File: config.mk
export PLATFORM = sky130hd
export DESIGN_NAME = usb_data_buffer
export DESIGN_NICKNAME = d
export VERILOG_FILES = /design/src/rtl/usb_pkg.sv /design/src/rtl/usb_buffer_ptr.sv /design/src/rtl/usb_data_buffer.sv
export SDC_FILE = /design/constraint.sdc
export NUM_CORES = 1
export LEC_CHECK = 0
export CAP_MARGIN = 20
export CORE_UTILIZATION = 54
export CTS_BUF_LIST = sky130_fd_sc_hd__clkbuf_2
export DETAILED_ROUTE_END_ITERATION = 8
export PLACE_DENSITY = 0.71
export SLEW_MARGIN = 20
export SYNTH_ARGS = -nofsm -noshare
export SYNTH_HDL_FRONTEND = slang
export SYNTH_HIERARCHICAL = 1
export SYNTH_SLANG_ARGS = --single-unit
File: constraint.sdc
create_clock -name clk -period 5.85 [get_ports clk]
set_clock_uncertainty 0.1 [all_clocks]
set_input_delay 1.4625 -clock clk [delete_from_list [all_inputs] [get_ports clk]]
set_output_delay 1.4625 -clock clk [all_outputs]
set_load 0.01 [all_outputs]
File: src/rtl/usb_pkg.sv
// Shared USB package: buffer geometry defaults and the occupancy width helper.
package usb_pkg;

    localparam int USB_BUF_DEPTH = 64;
    localparam int USB_BUF_WIDTH = 8;

    // Occupancy spans 0..depth inclusive, so it needs one bit more than the index.
    function automatic int occ_width(input int depth);
        return $clog2(depth) + 1;
    endfunction

    localparam int USB_BUF_OCC_W = occ_width(USB_BUF_DEPTH);

endpackage

File: src/rtl/usb_buffer_ptr.sv
// FIFO pointer register: increments on enable, wraps modulo 2**PTR_W
// (index bits plus a wrap bit), synchronously cleared, async active-low reset.
module usb_buffer_ptr
    import usb_pkg::*;
#(
    parameter int PTR_W = USB_BUF_OCC_W
) (
    input  logic             clk,
    input  logic             n_rst,
    input  logic             clear_i,
    input  logic             en_i,
    output logic [PTR_W-1:0] ptr_o
);

    logic [PTR_W-1:0] ptr_q;
    logic [PTR_W-1:0] ptr_d;

    // Next pointer: clear dominates, otherwise step by one with natural wrap.
    always_comb begin
        ptr_d = ptr_q;
        if (clear_i) begin
            ptr_d = '0;
        end else if (en_i) begin
            ptr_d = ptr_q + 1'b1;
        end
    end

    // Pointer state register.
    always_ff @(posedge clk or negedge n_rst) begin
        if (!n_rst) begin
            ptr_q <= '0;
        end else begin
            ptr_q <= ptr_d;
        end
    end

    assign ptr_o = ptr_q;

endmodule

File: src/rtl/usb_data_buffer.sv
// Shared USB data buffer: one circular FIFO written from either the USB RX
// side or the host side, read by either the host side or the USB TX side.
// RX writes beat host writes, TX reads beat host reads; clear beats all.
module usb_data_buffer
    import usb_pkg::*;
#(
    parameter int DEPTH = USB_BUF_DEPTH,
    parameter int WIDTH = USB_BUF_WIDTH
) (
    input  logic                       clk,
    input  logic                       n_rst,
    input  logic                       clear,
    input  logic                       store_rx_packet_data,
    input  logic [WIDTH-1:0]           rx_packet_data,
    input  logic                       store_tx_data,
    input  logic [WIDTH-1:0]           tx_data,
    input  logic                       get_rx_data,
    output logic [WIDTH-1:0]           rx_data,
    input  logic                       get_tx_packet_data,
    output logic [WIDTH-1:0]           tx_packet_data,
    output logic [occ_width(DEPTH)-1:0] buffer_occupancy,
    output logic                       full,
    output logic                       empty
);

    localparam int AW    = $clog2(DEPTH);
    localparam int OCC_W = occ_width(DEPTH);

    logic [OCC_W-1:0] wptr;
    logic [OCC_W-1:0] rptr;
    logic [OCC_W-1:0] occ_q;
    logic [OCC_W-1:0] occ_d;
    logic [WIDTH-1:0] mem_q [DEPTH];
    logic [WIDTH-1:0] rx_data_q;
    logic [WIDTH-1:0] rx_data_d;
    logic [WIDTH-1:0] tx_pkt_q;
    logic [WIDTH-1:0] tx_pkt_d;
    logic [WIDTH-1:0] wdata;
    logic [WIDTH-1:0] head;
    logic             wr_req;
    logic             rd_req;
    logic             wr_acc;
    logic             rd_acc;

    assign empty  = (occ_q == '0);
    assign full   = (occ_q == OCC_W'(DEPTH));
    assign wr_req = store_rx_packet_data | store_tx_data;
    assign rd_req = get_tx_packet_data | get_rx_data;
    // A read needs data already stored; a write into a full buffer only
    // fits when a read frees a slot on the same edge.
    assign rd_acc = !clear && rd_req && !empty;
    assign wr_acc = !clear && wr_req && (!full || rd_acc);
    assign wdata  = store_rx_packet_data ? rx_packet_data : tx_data;
    assign head   = mem_q[rptr[AW-1:0]];

    usb_buffer_ptr #(.PTR_W(OCC_W)) u_wptr (
        .clk     (clk),
        .n_rst   (n_rst),
        .clear_i (clear),
        .en_i    (wr_acc),
        .ptr_o   (wptr)
    );

    usb_buffer_ptr #(.PTR_W(OCC_W)) u_rptr (
        .clk     (clk),
        .n_rst   (n_rst),
        .clear_i (clear),
        .en_i    (rd_acc),
        .ptr_o   (rptr)
    );

    // Storage write: plain flops, contents are meaningless outside [rptr, wptr).
    always_ff @(posedge clk) begin
        if (wr_acc) begin
            mem_q[wptr[AW-1:0]] <= wdata;
        end
    end

    // Next occupancy and output data: the winning read side loads the head.
    always_comb begin
        occ_d     = occ_q + OCC_W'(wr_acc) - OCC_W'(rd_acc);
        rx_data_d = rx_data_q;
        tx_pkt_d  = tx_pkt_q;
        if (clear) begin
            occ_d     = '0;
            rx_data_d = '0;
            tx_pkt_d  = '0;
        end else if (rd_acc) begin
            if (get_tx_packet_data) begin
                tx_pkt_d = head;
            end else begin
                rx_data_d = head;
            end
        end
    end

    // Occupancy and read-data registers.
    always_ff @(posedge clk or negedge n_rst) begin
        if (!n_rst) begin
            occ_q     <= '0;
            rx_data_q <= '0;
            tx_pkt_q  <= '0;
        end else begin
            occ_q     <= occ_d;
            rx_data_q <= rx_data_d;
            tx_pkt_q  <= tx_pkt_d;
        end
    end

    assign buffer_occupancy = occ_q;
    assign rx_data          = rx_data_q;
    assign tx_packet_data   = tx_pkt_q;

endmodule
==> out/qor.yml, run 1 <==
outcome:
  status: "finished, final reports clean"
timing:
  setup_ws_ps: 1414
  min_period_ps: 4436
  clock.fmax_mhz: 225.4
  finalSetupTns_ps: 0
  rsz0062_at_grt: "false"
  period_share: 0.7583
  slew_headroom: 0.2185
  setup-violations-final: 0
  hold_viol: 0
  tightest_slew_ps: 1172
  drv_slew: 0
critical_path:
  path_depth: 5
  slowest_delay_ps: 590
  cp_top_family: "buffers and inverters"
  start_kind: "flop"
  cp_num_buf_inv: 2
  crit_chain: "inv_1 > ha_1 > nor4bb_1 > nor2b_1 > clkdlybuf4s50_1"
  critPathKind: "flop to output pin"
  path_max_fanout: 4
  reg2regPathDepth: 8
  worstPathArrival_ps: 2870
  worstPathRequired_ps: 4290
  cp-startpoint: "buffer_occupancy[2]$_DFF_PN0_"
  cp_slowest_cell: "clkdlybuf4s50_1"
  worstSetupEndpointType: "output pin"
  reg2reg_from: "buffer_occupancy[2]$_DFF_PN0_"
job:
  max_cap_violations: 0
power:
  swShare: 0.2659
  leakage_nw: 7.706
  clkPwrFrac: 0.308
  internal_power_mw: 5.931
  ir_worst_vdd_mv: 0.1615
  p_per_area_nw_per_um2: 335.6
  p_sw_mw: 2.148
  p_seq_frac: 0.553
  p_comb_frac: 0.139
drt:
  antenna_left: 0
  dr.pass1.iters: 5
  routed_wl_um: 47210
  route.detailed.drc: 0
  wl_per_cell_um: 25.13
  first_iter_violations: 1384
  viasPerCell: 5.942
  vias: 11165
clock_tree:
  clock-root-buffer: "clkbuf_2"
  tritoncts: "yes"
  cts-buffers-inserted: 132
  clock_sinks: 547
  insertion_delay_ps: 1050
  path_clk_slew_ps: 90
  post_cts_buffers: 0
  cts_resized: 0
  cts-htree-levels: 4
  cts_hold_buf: 0
  clockBufferDepth: 3
die:
  initial_core_util: 0.5475
  die_area_sq_um: 41090
  io_pins: 48
  die_w_um: 202.7
  dieHeight_um: 202.7
  rows: 73
  core_area_sq_um: 39730
synthesis:
  synth_fp_nets: 1120
  syn_avg_cell_area_sq_um: 20.03
  yosysWarnings: 6
  syn_inst: 1086
  syn_area_sq_um: 21750
global_route:
  grt-ovfl-total: 0
  track_usage: 0.2382
  grt_start_max_net_pins: 67
  grt_pass1_vias: 11454
  antenna_found_initial: 1
  grt_pass1_wl_um: 70550
worst_hold_path:
  hp-class: "flop to flop"
  min_from: "tx_packet_data[2]$_DFFE_PN0P_"
  whs_path_depth: 2
final_layout:
  area_delta_synth_final_pct: 10.68
  seq_area_sq_um: 16260
  final_nets: 1286
  fillers: 2855
  multi_input_area_sq_um: 5137
  drive_gt1_frac: 0.2905
place:
  gp_congestion: 0.8460
  dp_slack_ps: 892.4
  io_buffers: 47
  dpl.hpwl_um: 28310
per-layer routing:
layer  track usage  part of all wire  vias up
met3       0.05008             0.087       91
met4       0.09855             0.029        0
li1              -                 -     4868
met2        0.3534              0.46      567
met1        0.3480              0.42     5639
met5             0                 0        -
worst register-to-register path: cells and delay by family, from the launching register on:
kind            cells  cell delay (ps)
compound gates      1              560
simple gates        5             2020
buf+inv             1               90
fa+ha+maj           1              220
flops               1              400
cells in the final DEF (no fill, tap or decap), types with 7 or more instances in the layout:
master and n:
a21oi_1 16, a22oi_1 11, buf_4 36, clkbuf_2 180
clkdlybuf4s50_1 47, clkinv_1 32, clkinv_2 13, dfrtp_1 32
edfxtp_1 512, ha_1 10, inv_1 7, mux2_2 26
mux2i_1 37, mux4_2 120, nand2_1 27, nand3b_1 9
nor2_1 87, nor2b_1 14, o21ai_1 16, o22ai_1 16
xor2_1 8
worst paths after layout:
check	to	slack, ps
worst min-delay path	tx_packet_data[2]$_DFFE_PN0P_	390
worst max-delay path	empty	1410
min in group asynchronous	tx_packet_data[0]$_DFFE_PN0P_	740
max in group asynchronous	rx_data[1]$_DFFE_PN0P_	4520
worst max register to register	mem_q[23][2]$_DFFE_PP_	2110
worst min register to register	tx_packet_data[2]$_DFFE_PN0P_	390
power by group through the flow:
stage / clock [mW] / sequential (mW) / combinational, mW
floorplan: 0 / 4.51 / 0.792
global placement: 0 / 4.56 / 1.12
detailed placement: 0 / 4.56 / 1.13
CTS: 2.55 / 4.47 / 1.13
global route: 2.74 / 4.48 / 1.21
finish: 2.49 / 4.47 / 1.12
cell type report:
type / instances / area share
multi-input combinational: 480 / 0.2134
clock buffer: 180 / 0.03741
clock inverter: 55 / 0.01377
antenna: 1 / 0.0001039
timing repair buffer: 84 / 0.03159
sequential: 547 / 0.6754
tap: 525 / 0.02728
inverter: 7 / 0.001091
flip-flops by register name (all words and copies together) (netlist names):
register	count
u_rptr/ptr_o	6
buffer_occupancy	7
rx_data	8
u_wptr/ptr_o	6
mem_q	512
tx_packet_data	8
metrics by stage:
step	cell area, sq um	utilization	total power [mW]	std cells	hold slack [ps]
finish	24080	0.6060	8.079	1879	391.6
global route	24080	0.6060	8.432	1879	425.3
CTS	24080	0.6060	8.148	1878	396.3
detailed placement	22840	0.5749	5.685	1643	375.8
global placement	22840	0.5749	5.675	1643	369.0
floorplan	21750	-	5.302	1086	414.1
(Power assumes the default switching activity.)
==> run 2, diff against run 1 <==
==> constraint.sdc (replaced) <==
create_clock -name clk -period 4.18 [get_ports clk]
set_clock_uncertainty 0.1 [all_clocks]
set_input_delay 1.045 -clock clk [delete_from_list [all_inputs] [get_ports clk]]
set_output_delay 1.045 -clock clk [all_outputs]
set_load 0.01 [all_outputs]
==> out/qor.yml, run 2 (synthesized netlist as in run 1, its figures left out) <==
outcome:
  status: "finished, final reports clean"
critical_path:
  critPathKind: "flop to output pin"
  worstPathArrival_ps: 2840  # -30 ps
  start_kind: "flop"
  r2r_slack_ps: 900  # -1210 ps
  path_max_fanout: 4  # unchanged
  worstPathRequired_ps: 3030  # -1260 ps
  worstSetupEndpointType: "output pin"
place:
  dpl.hpwl_um: 29860  # +5.5%
  io_buffers: 47  # unchanged
  dp_slack_ps: 275.9  # -616.5 ps
  dpl.cell_count: 1713  # +4.3%
  gp_congestion: 0.8826  # +4.3%
global_route:
  antenna_found_initial: 1  # unchanged
  grt_start_max_net_pins: 65  # -3.0%
  grt_pass1_wl_um: 72330  # +2.5%
  track_usage: 0.2429  # +0.004687
  grt_pass1_vias: 11898  # +3.9%
  grt-ovfl-total: 0  # unchanged
clock_tree:
  cts-buffers-inserted: 134  # +1.5%
  clockBufferDepth: 3  # unchanged
  cts_hold_buf: 0  # unchanged
  tritoncts: "yes"
  clock_sinks: 547  # unchanged
  clock-root-buffer: "clkbuf_2"
  insertion_delay_ps: 1090  # +40 ps
  path_clk_slew_ps: 120  # +30 ps
  cts-htree-levels: 4  # unchanged
drt:
  wl_met3_um: 4384  # +6.6%
  routed_wl_um: 48220  # +2.1%
  antenna_left: 0  # unchanged
  highest_layer: "met4"
  dr.pass1.iters: 6  # +1
  wl_met2_um: 23430  # +7.1%
  wirelength_met1_um: 19200  # -3.2%
  first_iter_violations: 1359  # -1.8%
  route.detailed.drc: 0  # unchanged
  wl_per_cell_um: 24.69  # -1.7%
  vias: 11530  # +3.3%
  viasPerCell: 5.904  # -0.64%
power:
  p_comb_frac: 0.142  # +0.003
  p_seq_frac: 0.541  # -0.012
  leakage_nw: 8.105  # +5.2%
  swShare: 0.2654  # -0.0004866
  ir_worst_vdd_mv: 0.1906  # +18%
  clkPwrFrac: 0.317  # +0.009
  p_sw_mw: 3.060  # +42%
  internal_power_mw: 8.471  # +43%
  p_per_area_nw_per_um2: 466.3  # +39%
timing:
  hold_viol: 0  # unchanged
  slew_headroom: 0.2920  # +0.07351
  tightest_slew_ps: 1062  # -110.3 ps
  drv_slew: 0  # unchanged
  min_period_ps: 3986
  hold_slack_ps: 317.0  # -74.53 ps
  setup_ws_ps: 194.2  # -1220 ps
  finalSetupTns_ps: 0  # unchanged
  clock.fmax_mhz: 250.9
  rsz0062_at_grt: "false"
  period_share: 0.9535
  setup-violations-final: 0  # unchanged
die:
  die_w_um: 202.7  # unchanged
  die_area_sq_um: 41090  # unchanged
  initial_core_util: 0.5475  # unchanged
  rows: 73  # unchanged
  io_pins: 48  # unchanged
  core_area_sq_um: 39730  # unchanged
  dieHeight_um: 202.7  # unchanged
final_layout:
  drive_gt1_frac: 0.3259  # +0.03539
  final_common_cell: "edfxtp_1"
  area_delta_synth_final_pct: 13.68
  final_nets: 1358  # +5.6%
  final_util: 0.6225  # +0.01644
  largest_reg_flops: 512  # unchanged
  final_cell_mix: "edfxtp_1 (512), clkbuf_2 (182), mux4_2 (120)"
  fin_cells: 1953  # +3.9%
job:
  max_cap_violations: 0  # unchanged
worst_hold_path:
  hp-class: "input pin to async pin"
## run 2: worst paths after layout
kind,depth (start not counted),to,start
min reg2reg,2,tx_packet_data[6]$_DFFE_PN0P_,tx_packet_data[6]$_DFFE_PN0P_
min,1,u_rptr/ptr_o[3]$_DFFE_PN0P_,n_rst
max in group asynchronous,2,rx_data[6]$_DFFE_PN0P_,n_rst
max,5,empty,buffer_occupancy[2]$_DFF_PN0_
min in group clk,2,tx_packet_data[6]$_DFFE_PN0P_,tx_packet_data[6]$_DFFE_PN0P_
max reg2reg,14,buffer_occupancy[6]$_DFF_PN0_,buffer_occupancy[2]$_DFF_PN0_
## run 2: repair_timing
item / 4_1_cts / 5_1_grt
gates resized for setup: 0 / 2
buffers inserted: 0 / 0
endpoints found under the setup margin: 0 / 1
## run 2: power groups by stage
stage	clock network (mW)	registers, mW	logic [mW]
after floorplan	0	6.31	1.11
after global placement	0	6.36	1.61
after detailed placement	0	6.36	1.64
after CTS	3.74	6.24	1.65
after global routing	3.97	6.25	1.76
final	3.65	6.24	1.64
## run 2: per-layer routing
layer  vias to the layer above  GRT usage
met5                         -          0
met4                         0    0.09721
met3                        91    0.05233
met2                       603     0.3816
met1                      5842     0.3352
li1                       4994          -
## run 2: critical path, stage by stage (launching register included)
cell and delay, ps:
dfrtp_1 420, inv_1 90, ha_1 150, nor4bb_1 330
nor2b_4 240, clkdlybuf4s50_1 550
## run 2: area by class of cell
| type | instances | area [sq um] |
|---|---|---|
| fill | 2833 | 15000 |
| tap | 525 | 656.9 |
| timing repair buffer | 154 | 1324 |
| antenna | 1 | 2.502 |
| inverter | 7 | 26.28 |
| sequential | 547 | 16260 |
| multi-input combinational | 480 | 5145 |
| clock inverter | 57 | 404.1 |
| clock buffer | 182 | 910.9 |
## run 2: metrics by stage
stage | cell area [sq um] | total power [mW]
final | 24730 | 11.53
after global routing | 24730 | 11.99
after CTS | 24720 | 11.62
after detailed placement | 23410 | 8.003
after global placement | 23410 | 7.969
after floorplan | 21750 | 7.420
==> run 3, diff against run 2 <==
--- a/config.mk
+++ b/config.mk
@@ -6,11 +6,12 @@
 export NUM_CORES = 1
 export LEC_CHECK = 0
 export CAP_MARGIN = 20
+export CORE_MARGIN = 2
 export CORE_UTILIZATION = 54
 export CTS_BUF_LIST = sky130_fd_sc_hd__clkbuf_2
 export DETAILED_ROUTE_END_ITERATION = 8
 export PLACE_DENSITY = 0.71
-export SLEW_MARGIN = 20
+export SLEW_MARGIN = 5
 export SYNTH_ARGS = -nofsm -noshare
 export SYNTH_HDL_FRONTEND = slang
 export SYNTH_HIERARCHICAL = 1
==> out/qor.yml, run 3 (synthesized netlist as in run 1, its figures left out) <==
outcome:
  status: "finished, final reports clean"
global_route:
  track_usage: 0.2397  # -0.003198
  grt_start_max_net_pins: 68  # +4.6%
  grt_pass1_vias: 11859  # -0.33%
  grt-ovfl-total: 0  # unchanged
  antenna_found_initial: 1  # unchanged
  grt_pass1_wl_um: 72430  # +0.13%
power:
  swShare: 0.2663  # +0.0008784
  internal_power_mw: 8.276  # -2.3%
  clkPwrFrac: 0.301  # -0.016
  leakage_nw: 8.025  # -0.99%
  ir_worst_vdd_mv: 0.1916  # +0.56%
  p_comb_frac: 0.145  # +0.003
  p_per_area_nw_per_um2: 459.1  # -1.5%
  p_sw_mw: 3.003  # -1.9%
  p_seq_frac: 0.554  # +0.013
critical_path:
  start_kind: "flop"
  r2r_end: "mem_q[11][5]$_DFFE_PP_"
  worstSetupEndpointType: "output pin"
  critPathKind: "flop to output pin"
  r2r_slack_ps: 810  # -90 ps
  reg2regPathDepth: 11  # -3
  worstPathRequired_ps: 3030  # about the same
  worstPathArrival_ps: 2800  # -40 ps
  path_max_fanout: 4  # unchanged
  reg2reg_from: "buffer_occupancy[2]$_DFF_PN0_"
timing:
  rsz0062_at_grt: "false"
  drv_slew: 0  # unchanged
  slew_headroom: 0.2503  # -0.04173
  period_share: 0.9434  # -0.01008
  finalSetupTns_ps: 0  # unchanged
  min_period_ps: 3944  # -42.15 ps
  hold_slack_ps: 306.8  # -10.23 ps
  clock.fmax_mhz: 253.6  # +1.1%
  setup-violations-final: 0  # unchanged
  tightest_slew_ps: 1125  # +62.59 ps
  hold_viol: 0  # unchanged
final_layout:
  seq_area_sq_um: 16260  # unchanged
  area_delta_synth_final_pct: 12.94
  drive_gt1_frac: 0.3262  # +0.0003676
  multi_input_area_sq_um: 5151  # +0.12%
  final_common_cell: "edfxtp_1"
  largest_reg_flops: 512  # unchanged
  final_util: 0.6184  # -0.004094
  final_cell_mix: "edfxtp_1 (512), clkbuf_2 (184), mux4_2 (120)"
  final_nets: 1359  # +0.074%
  fillers: 2877  # +1.6%
drt:
  viasPerCell: 5.984  # +1.4%
  wirelength_met1_um: 19410  # +1.1%
  wl_per_cell_um: 24.75  # +0.25%
  route.detailed.drc: 0  # unchanged
  vias: 11567  # +0.32%
  routed_wl_um: 47840  # -0.78%
  first_iter_violations: 1454  # +7.0%
  antenna_left: 0  # unchanged
  wl_met3_um: 4795  # +9.4%
  wl_met2_um: 22070  # -5.8%
  dr.pass1.iters: 5  # -1
  highest_layer: "met4"
place:
  io_buffers: 47  # unchanged
  gp_congestion: 0.8509  # -3.6%
  dpl.hpwl_um: 29810  # -0.15%
clock_tree:
  clock_sinks: 547  # unchanged
  clockBufferDepth: 3  # unchanged
  post_cts_buffers: 0  # unchanged
  cts-buffers-inserted: 137  # +2.2%
  tritoncts: "yes"
  path_clk_slew_ps: 110  # about the same
  clock-root-buffer: "clkbuf_2"
  cts-htree-levels: 4  # unchanged
  insertion_delay_ps: 1100  # about the same
  cts_hold_buf: 0  # unchanged
die:
  initial_core_util: 0.5475  # unchanged
  io_pins: 48  # unchanged
  die_w_um: 204.7  # +0.99%
  core_area_sq_um: 39730  # unchanged
  rows: 73  # unchanged
  dieHeight_um: 204.7  # +0.99%
  die_area_sq_um: 41910  # +2.0%
job:
  max_cap_violations: 0  # unchanged
worst_hold_path:
  hp-class: "input pin to async pin"
run 3: cell count changes in the layout (fill, tap and decap cells not counted):
cell        previous run  this run
clkinv_1              35        22
clkinv_2              10         3
bufinv_16              6         3
inv_2                  1         4
buf_4                103       101
clkbuf_2             182       184
clkinv_4               1         0
clkinvlp_4             4         5
nor4bb_1               1         0
nor4bb_2               0         1
run 3: critical path: stages (launching register included):
cell and delay, ps:
dfrtp_1 420, inv_1 90, ha_1 130, nor4bb_2 300
nor2b_4 230, clkdlybuf4s50_1 550
run 3: metrics by stage:
stage / cell area, sq um / setup WS [ps] / power [mW] / instances
after floorplan: 21750 / 212.2 / 7.420 / 1086
after global placement: 23370 / 259.2 / 7.982 / 1710
after detailed placement: 23390 / 208.0 / 8.006 / 1711
after CTS: 24550 / 47.86 / 11.37 / 1932
after global routing: 24570 / 69.50 / 11.80 / 1933
final: 24570 / 236.4 / 11.28 / 1933
run 3: timing repair:
item                                    in CTS  in global routing
endpoints found under the hold margin        0                  0
endpoints found under the setup margin       1                  1
resized for setup                            1                  2
run 3: power by group through the flow:
stage | sequential [mW] | combinational [mW] | clock [mW]
finish | 6.24 | 1.64 | 3.39
global route | 6.26 | 1.78 | 3.76
CTS | 6.24 | 1.64 | 3.48
detailed placement | 6.37 | 1.64 | 0
global placement | 6.37 | 1.62 | 0
floorplan | 6.31 | 1.11 | 0
run 3: layer usage:
metal / track usage / vias to the layer above
li1: - / 4992
met2: 0.3581 / 628
met3: 0.05552 / 106
met5: 0 / -
met1: 0.3435 / 5841
met4: 0.1014 / 0
run 3: area by class of cell:
type	instances	share of cell area
sequential	547	0.6619
multi-input combinational	480	0.2097
timing repair buffer	152	0.05327
clock buffer	184	0.03748
tap	525	0.02674
clock inverter	37	0.009778
inverter	7	0.001069
antenna	1	0.0001019
run 3: worst max-delay path by stage:
| stage | to | start | cells after the start |
|---|---|---|---|
| after floorplan | buffer_occupancy[6]$_DFF_PN0_ | store_rx_packet_data | 12 |
| after CTS | empty | buffer_occupancy[3]$_DFF_PN0_ | 5 |
| after global placement | buffer_occupancy[6]$_DFF_PN0_ | get_tx_packet_data | 12 |
| after detailed placement | buffer_occupancy[6]$_DFF_PN0_ | get_tx_packet_data | 12 |
| after global routing | empty | buffer_occupancy[2]$_DFF_PN0_ | 5 |
| final | empty | buffer_occupancy[3]$_DFF_PN0_ | 5 |
